--- config.mk ---
export PLATFORM = sky130hd
export DESIGN_NAME = ibex_hpm_event_ctrl
export DESIGN_NICKNAME = d
export VERILOG_FILES = /design/src/rtl/ibex_pkg.sv /design/src/rtl/ibex_hpm_event_ctrl.sv
export SDC_FILE = /design/constraint.sdc
export NUM_CORES = 1
export LEC_CHECK = 0
export BUFFER_PORTS_ARGS = -buffer_cell sky130_fd_sc_hd__buf_2
export CELL_PAD_IN_SITES_DETAIL_PLACEMENT = 0
export CELL_PAD_IN_SITES_GLOBAL_PLACEMENT = 1
export CORE_AREA = 2 2 478 480
export DETAILED_ROUTE_END_ITERATION = 12
export DIE_AREA = 0 0 480 482
export PLACE_DENSITY = 0.39
export SLEW_MARGIN = 25
export SYNTH_ARGS = -nofsm -noshare
export SYNTH_HDL_FRONTEND = slang
export SYNTH_SLANG_ARGS = --single-unit
--- constraint.sdc ---
create_clock -name clk_i -period 1.5 [get_ports clk_i]
set_input_delay 0.15 -clock clk_i [delete_from_list [all_inputs] [get_ports clk_i]]
set_output_delay 0.15 -clock clk_i [all_outputs]
set_load 0.01 [all_outputs]
--- src/rtl/ibex_pkg.sv ---
// Shared counter index constants, selector type and implemented-counter mask helper
// for the performance counter event control stage.
package ibex_pkg;

    localparam int unsigned MHPMCounterIdxCycle   = 0;
    localparam int unsigned MHPMCounterIdxTime    = 1;
    localparam int unsigned MHPMCounterIdxInstret = 2;

    typedef logic [31:0] hpm_sel_t;

    // Bits 0, 2 and 3..3+num-1 are implemented; time (bit 1) never is.
    function automatic logic [31:0] hpm_impl_mask(input int unsigned num);
        logic [31:0] mask;
        mask = 32'h0000_0000;
        mask[MHPMCounterIdxCycle]   = 1'b1;
        mask[MHPMCounterIdxInstret] = 1'b1;
        for (int unsigned i = 0; i < 29; i++) begin
            if (i < num) begin
                mask[3 + i] = 1'b1;
            end
        end
        return mask;
    endfunction

endpackage

--- src/rtl/ibex_hpm_event_ctrl.sv ---
// Holds mhpmevent selectors and mcountinhibit, and turns raw core events into one
// registered increment pulse per counter for the downstream counter instances.
module ibex_hpm_event_ctrl
    import ibex_pkg::*;
#(
    parameter int unsigned NumEvents      = 16,
    parameter int unsigned MHPMCounterNum = 10
) (
    input  logic                  clk_i,
    input  logic                  rst_i,
    input  logic [NumEvents-1:0]  event_i,
    input  logic                  debug_mode_i,
    input  logic                  stopcount_i,
    input  logic                  sel_we_i,
    input  logic [4:0]            sel_idx_i,
    input  logic [31:0]           sel_wdata_i,
    input  logic                  inhibit_we_i,
    input  logic [31:0]           inhibit_wdata_i,
    input  logic [31:0]           counter_we_i,
    output logic [31:0]           counter_inc_o,
    output logic [31:0]           mcountinhibit_o,
    output logic [31:0][31:0]     mhpmevent_o
);

    localparam logic [31:0] Impl   = hpm_impl_mask(MHPMCounterNum);
    // Computed in 64 bits so NumEvents == 32 does not overflow the shift.
    localparam logic [31:0] EvMask = 32'((64'd1 << NumEvents) - 64'd1);

    logic [31:0]           inhibit_q;
    logic [31:0]           inc_d;
    logic [31:0]           inc_q;
    logic [31:0]           event_ext;
    logic                  stop;
    hpm_sel_t [31:0]       sel_eff;

    assign event_ext = 32'(event_i);
    assign stop      = debug_mode_i & stopcount_i;

    // mcountinhibit register; unimplemented bits are masked at write time.
    always_ff @(posedge clk_i) begin
        if (rst_i) begin
            inhibit_q <= 32'h0000_0000;
        end else if (inhibit_we_i) begin
            inhibit_q <= inhibit_wdata_i & Impl;
        end else begin
            inhibit_q <= inhibit_q;
        end
    end

    for (genvar k = 0; k < 32; k++) begin : g_cnt
        if (k >= 3 && k < 3 + MHPMCounterNum) begin : g_sel
            hpm_sel_t sel_q;

            // Writable selector for an implemented mhpmcounter.
            always_ff @(posedge clk_i) begin
                if (rst_i) begin
                    sel_q <= 32'h0000_0000;
                end else if (sel_we_i && (sel_idx_i == 5'(k))) begin
                    sel_q <= sel_wdata_i & EvMask;
                end else begin
                    sel_q <= sel_q;
                end
            end

            assign sel_eff[k]     = sel_q;
            assign mhpmevent_o[k] = sel_q;
        end else begin : g_fixed
            // Cycle and instret use hardwired one-hot events and read back as 0.
            assign sel_eff[k]     = (k == MHPMCounterIdxCycle)   ? 32'h0000_0001 :
                                    (k == MHPMCounterIdxInstret) ? 32'h0000_0004 :
                                                                   32'h0000_0000;
            assign mhpmevent_o[k] = 32'h0000_0000;
        end

        assign inc_d[k] = Impl[k] & (|(event_ext & sel_eff[k])) & ~inhibit_q[k]
                          & ~stop & ~counter_we_i[k];
    end

    // Increment pulse register; a software counter write drops the same-cycle event.
    always_ff @(posedge clk_i) begin
        if (rst_i) begin
            inc_q <= 32'h0000_0000;
        end else begin
            inc_q <= inc_d;
        end
    end

    assign counter_inc_o   = inc_q;
    assign mcountinhibit_o = inhibit_q;

endmodule

# Word-level counts from Yosys, hierarchy flattened
# Index checks and enable logic that the tools add are counted.
dict set report totals {
  ram_bits 0
  wordCells 115
  reg_bits 204
  latchBits 0
  input_bits 123
  output_inout_bits 1088
  n_memories 0
  rom_bits 0
}
dict set report classes {
  eq_ne 10
  order_cmp 0
  add_sub_neg 0
  n_mul 0
  reduce_logical 20
  div 0
  bitwise_logic 72
  n_shift 0
  mux 0
}
# op n
set ops {}
lappend ops {{OR reduction 32 bit} 10}
lappend ops {{AND 16 bit} 10}
lappend ops {{AND 1 bit} 37}
lappend ops {{== test 5 x 4 -> 1 bit, second input constant} 5}
lappend ops {{inverter 1 bit} 25}
lappend ops {{== test 5 x 3 -> 1 bit, second input constant} 4}
lappend ops {{logical AND 1 bit} 10}
lappend ops {{== test 5 x 2 -> 1 bit, second input constant} 1}

# Longest topological paths before layout
dict set report logic_depth {
  ltp_word 5
  depth_mapped 6
  ltp_nobuf 4
}

# Least setup slack after synthesis
# No wires, ideal clock.
dict set report synth_timing {
  kind {in2reg}
  startpoint {in sel_idx_i[4]}
  endpoint {reg g_cnt[3].g_sel.sel_q[10]}
  t_arrival_ns 1.127
  setup_time_ns 0.128
  slack_ns 0.245
  path_stages 6
  t_required_ns 1.372
  n_path_buf 2
  path_cell_list {and2b_1 nor4b_2 buf_4 buf_8 mux2i_1 nor2_1}
}
dict set report synth_via {
  elab_chain_cells 2
}
# item line_no
set synth_rtl {}
lappend synth_rtl {{start, declared} ibex_hpm_event_ctrl.sv:15} ;# input logic [4:0] sel_idx_i,
lappend synth_rtl {{== test 5 x 2 -> 1 bit} ibex_hpm_event_ctrl.sv:58} ;# end else if (sel_we_i && (sel_idx_i == 5'(k))) begin
lappend synth_rtl {{logical AND 1 bit} ibex_hpm_event_ctrl.sv:58}
lappend synth_rtl {{end signal, assigned} ibex_hpm_event_ctrl.sv:59} ;# sel_q <= sel_wdata_i & EvMask;
lappend synth_rtl {{end signal, assigned} ibex_hpm_event_ctrl.sv:61} ;# sel_q <= sel_q;
lappend synth_rtl {{end, declared} ibex_hpm_event_ctrl.sv:52} ;# hpm_sel_t sel_q;
# No other way between the ends.
# A chain may end at the register's enable or synchronous reset.

# Worst setup path after layout
dict set report layout_timing {
  startpoint {reg g_cnt[12].g_sel.sel_q[14]}
  endpoint {reg inc_q[12] (netlist: counter_inc_o[12])}
}
dict set report layout_via {
  elab_chain_cells 5
}
# item line_no
set layout_rtl {}
lappend layout_rtl {{start, declared} ibex_hpm_event_ctrl.sv:52}
lappend layout_rtl {{start signal, assigned} ibex_hpm_event_ctrl.sv:59}
lappend layout_rtl {{start signal, assigned} ibex_hpm_event_ctrl.sv:61}
lappend layout_rtl {{AND 16 bit} ibex_hpm_event_ctrl.sv:75} ;# assign inc_d[k] = Impl[k] & (|(event_ext & sel_eff[k])) & ~inhibit_q[k]
lappend layout_rtl {{OR reduction 32 bit} ibex_hpm_event_ctrl.sv:75}
lappend layout_rtl {{AND 1 bit} ibex_hpm_event_ctrl.sv:75}
lappend layout_rtl {{AND 1 bit (2 in a row)} ibex_hpm_event_ctrl.sv:76} ;# & ~stop & ~counter_we_i[k];
lappend layout_rtl {{end signal, assigned} ibex_hpm_event_ctrl.sv:84} ;# inc_q <= inc_d;
lappend layout_rtl {{end, declared} ibex_hpm_event_ctrl.sv:31} ;# logic [31:0] inc_q;
# No other way between the ends.

==> run summary <==
Status - completed
Hold Startpoint - sel_wdata_i[11]
Synth warn - 0
Max Fclk - 695 MHz
Clk sinks - 184
Placed Cells - 5082
First-pass GRT wire length - 92700 µm
Final setup viols - 0
Crit path max fanout - 3
Setup TNS Final - 0 ns
Routed vias - 10386
Worst-Skew Late Latency - 0.53 ns
H-tree Lvls - 4
Area of the multi-input gates - 6780 µm²
Io pins - 1211
Area Overhead vs Synth - 27.5%
Pre-CTS WS - -0.453 ns
TritonCTS clock tree - yes
DRC - 0
Pre-antenna DRT Iters - 5
FF-to-FF End - counter_inc_o[12]
Hold depth - 4
Row Count - 175
Non-Filler Instances - 5159
Fin area - 18100 µm²
Yosys cell types - 28
Drt wl/cell - 15.0 µm
Critical Path RT - 1.90 ns
Worst-Margin Slew - 0.536 ns
Flops & latches, synth - 184
Initial Util - 6.26%
Max Cap Viol - 0
Endpoint type of the worst setup path - flop
Hold Path Sink - g_cnt[7].g_sel.sel_q[11]
Initial drt markers - 492
Setup Fix Bufs, Post-CTS - 0
Vias in the first global route - 8166
Detailed Route WL - 77200 µm
RSZ-0062 raised after global routing - yes
Worst setup path start - g_cnt[12].g_sel.sel_q[14]
Final #Nets - 2253
Cells after Synth - 1769
Mapped Area - 14200 µm²
CTS clk-pin slew, worst paths - 0.11 ns
Die area - 231000 µm²
Final ANT Viol Nets - 0
Peak supply drop - 799 µV
R2r worst-path depth - 6
Reg2Reg Setup Slack - 0.06 ns
Register area - 3700 µm²
Vias per Instance - 2.01
Placed Area - 16900 µm²
IO buf count - 250
Clock skew - 0.0183 ns
Final WS setup - 0.0613 ns
WP data arrival - 1.84 ns
Lkg Pwr - 7.92 nW
Reg2reg start - g_cnt[12].g_sel.sel_q[14]
GR Util All Layers - 6.31%
Initial antenna violation count - 21
CORE AREA - 226000 µm²
Gr ovfl total - 0
Post-route clock period utilization - 95.9%
Horiz. Die Dim - 480 µm
Root Driver - clkbuf_16
Final Power - 0.0126 W
Post-synthesis sequential area ratio - 26.0%
Worst slew margin - 64.3%
Clock buffer depth - 2
Num CTS Buffers - 17
Worst Hold Class - in -> reg
Largest net degree at the start of global routing - 81
Slew Viols, Final - 0
Hpwl dp - 63800 µm
Fillers - 26510
Share of cells above drive strength 1 - 21.0%
Avg Inst Size Synth - 8.01 µm²
Die Height - 482 µm
GP Congestion - 0.708
Pwr Density - 696 nW/µm²
Setup CP Type - reg -> reg
Final Hold Viols - 0
Final worst path period need - 1.44 ns
Startpoint types - flop
-- worst max path at each step --
| stage | end |
|---|---|
| 4_1_cts | mcountinhibit_o[11] |
| 6_report | counter_inc_o[12] |
| 5_1_grt | counter_inc_o[8] |
| 3_3_place_gp | counter_inc_o[3] |
| 3_5_place_dp | counter_inc_o[3] |
| 2_1_floorplan | g_cnt[3].g_sel.sel_q[10] |
-- flip-flops by register name, summed over array words and instances (netlist names) --
name,count
counter_inc_o,12
g_cnt.g_sel.sel_q,160
mcountinhibit_o,12
-- where the power goes --
part	internal, W	switching, W
registers	0.00494	0.0000801
logic	0.000533	0.00189
clock network	0.00224	0.00289
total	0.00771	0.00486
-- final cells by class --
type | count | area share [%]
Multi-Input combinational cell | 1504 | 37.5
Timing Repair Buffer | 423 | 17.8
Sequential cell | 184 | 20.5
Tap cell | 3009 | 20.8
Antenna cell | 7 | 0.0970
Clock buffer | 17 | 2.36
Clock inverter | 15 | 0.873
-- worst max-delay path, stage by stage (launching register included) --
cell and delay (ns):
dfxtp_1 0.34, a22o_1 0.24, a221oi_2 0.19, buf_4 0.15, and4_4 0.21, buf_4 0.13
nor4_1 0.05
-- cell usage in the layout (no fill, tap or decap), drive strengths merged, types with 2 or more instances in the layout --
cell / netlist / final
conb: 1 / 904
buf: 950 / 384
nand2: 263 / 263
dfxtp: 184 / 184
a21oi: 128 / 128
nor2: 45 / 45
mux2i: 44 / 44
a22o: 40 / 40
a221oi: 40 / 40
dlygate4sd3: 0 / 39
clkbuf: 34 / 17
nor4: 10 / 10
and4: 10 / 10
clkinv: 0 / 8
diode: 0 / 7
and2: 6 / 6
inv: 0 / 6
nor2b: 3 / 3
nor4b: 3 / 3
nand3: 2 / 2
and4bb: 2 / 2
-- metrics by stage --
step | util, % | hold slack (ns)
3_5_place_dp | 7.48 | 0.321
3_3_place_gp | 7.48 | 0.320
2_1_floorplan | - | 0.227
5_1_grt | 7.97 | 0.0292
6_report | 7.98 | 0.0559
4_1_cts | 7.95 | 0.000167
-- cells in the mapped netlist (all sizes together) --
library cell,count,area (µm²)
buf,950,7090
nand2,263,990
dfxtp,184,3680
a21oi,128,641
nor2,45,169
mux2i,44,440
a221oi,40,350
a22o,40,350
clkbuf,34,128
and4,10,87.6
nor4,10,62.6
and2,6,37.5
nor2b,3,18.8
nor4b,3,32.5
and4bb,2,28.8
nand3,2,10.0
a21o,1,7.51
and2b,1,7.51
and3,1,6.26
conb,1,3.75
nand4,1,21.3
-- logic make-up after synthesis --
kind of cell	after synthesis	synth area share (%)
AND/OR/NAND/NOR	347	10.4
flip-flops	184	26.0
multiplexers	44	3.11
other	1	0.0265
AO/OA/AOI/OAI	209	9.52
buffers and inverters	984	50.9
-- repair_timing --
| item | CTS | global route |
|---|---|---|
| pin swaps | 0 | 2 |
| cloned | 0 | 0 |
| hold buffers | 39 | 0 |
| endpoints found under the setup margin | 16 | 8 |
| endpoints found under the hold margin | 36 | 0 |
| resized for setup | 28 | 11 |
-- per-layer routing --
| metal | wire, µm | part of all wire, % | track usage (%) |
|---|---|---|---|
| met4 | 1850 | 2.4 | 2.05 |
| met1 | 27300 | 35 | 6.48 |
| met5 | 101 | 0.13 | 0 |
| met2 | 41300 | 54 | 12.0 |
| met3 | 6610 | 8.6 | 1.98 |
No activity file was read; power rests on OpenSTA's default activity.
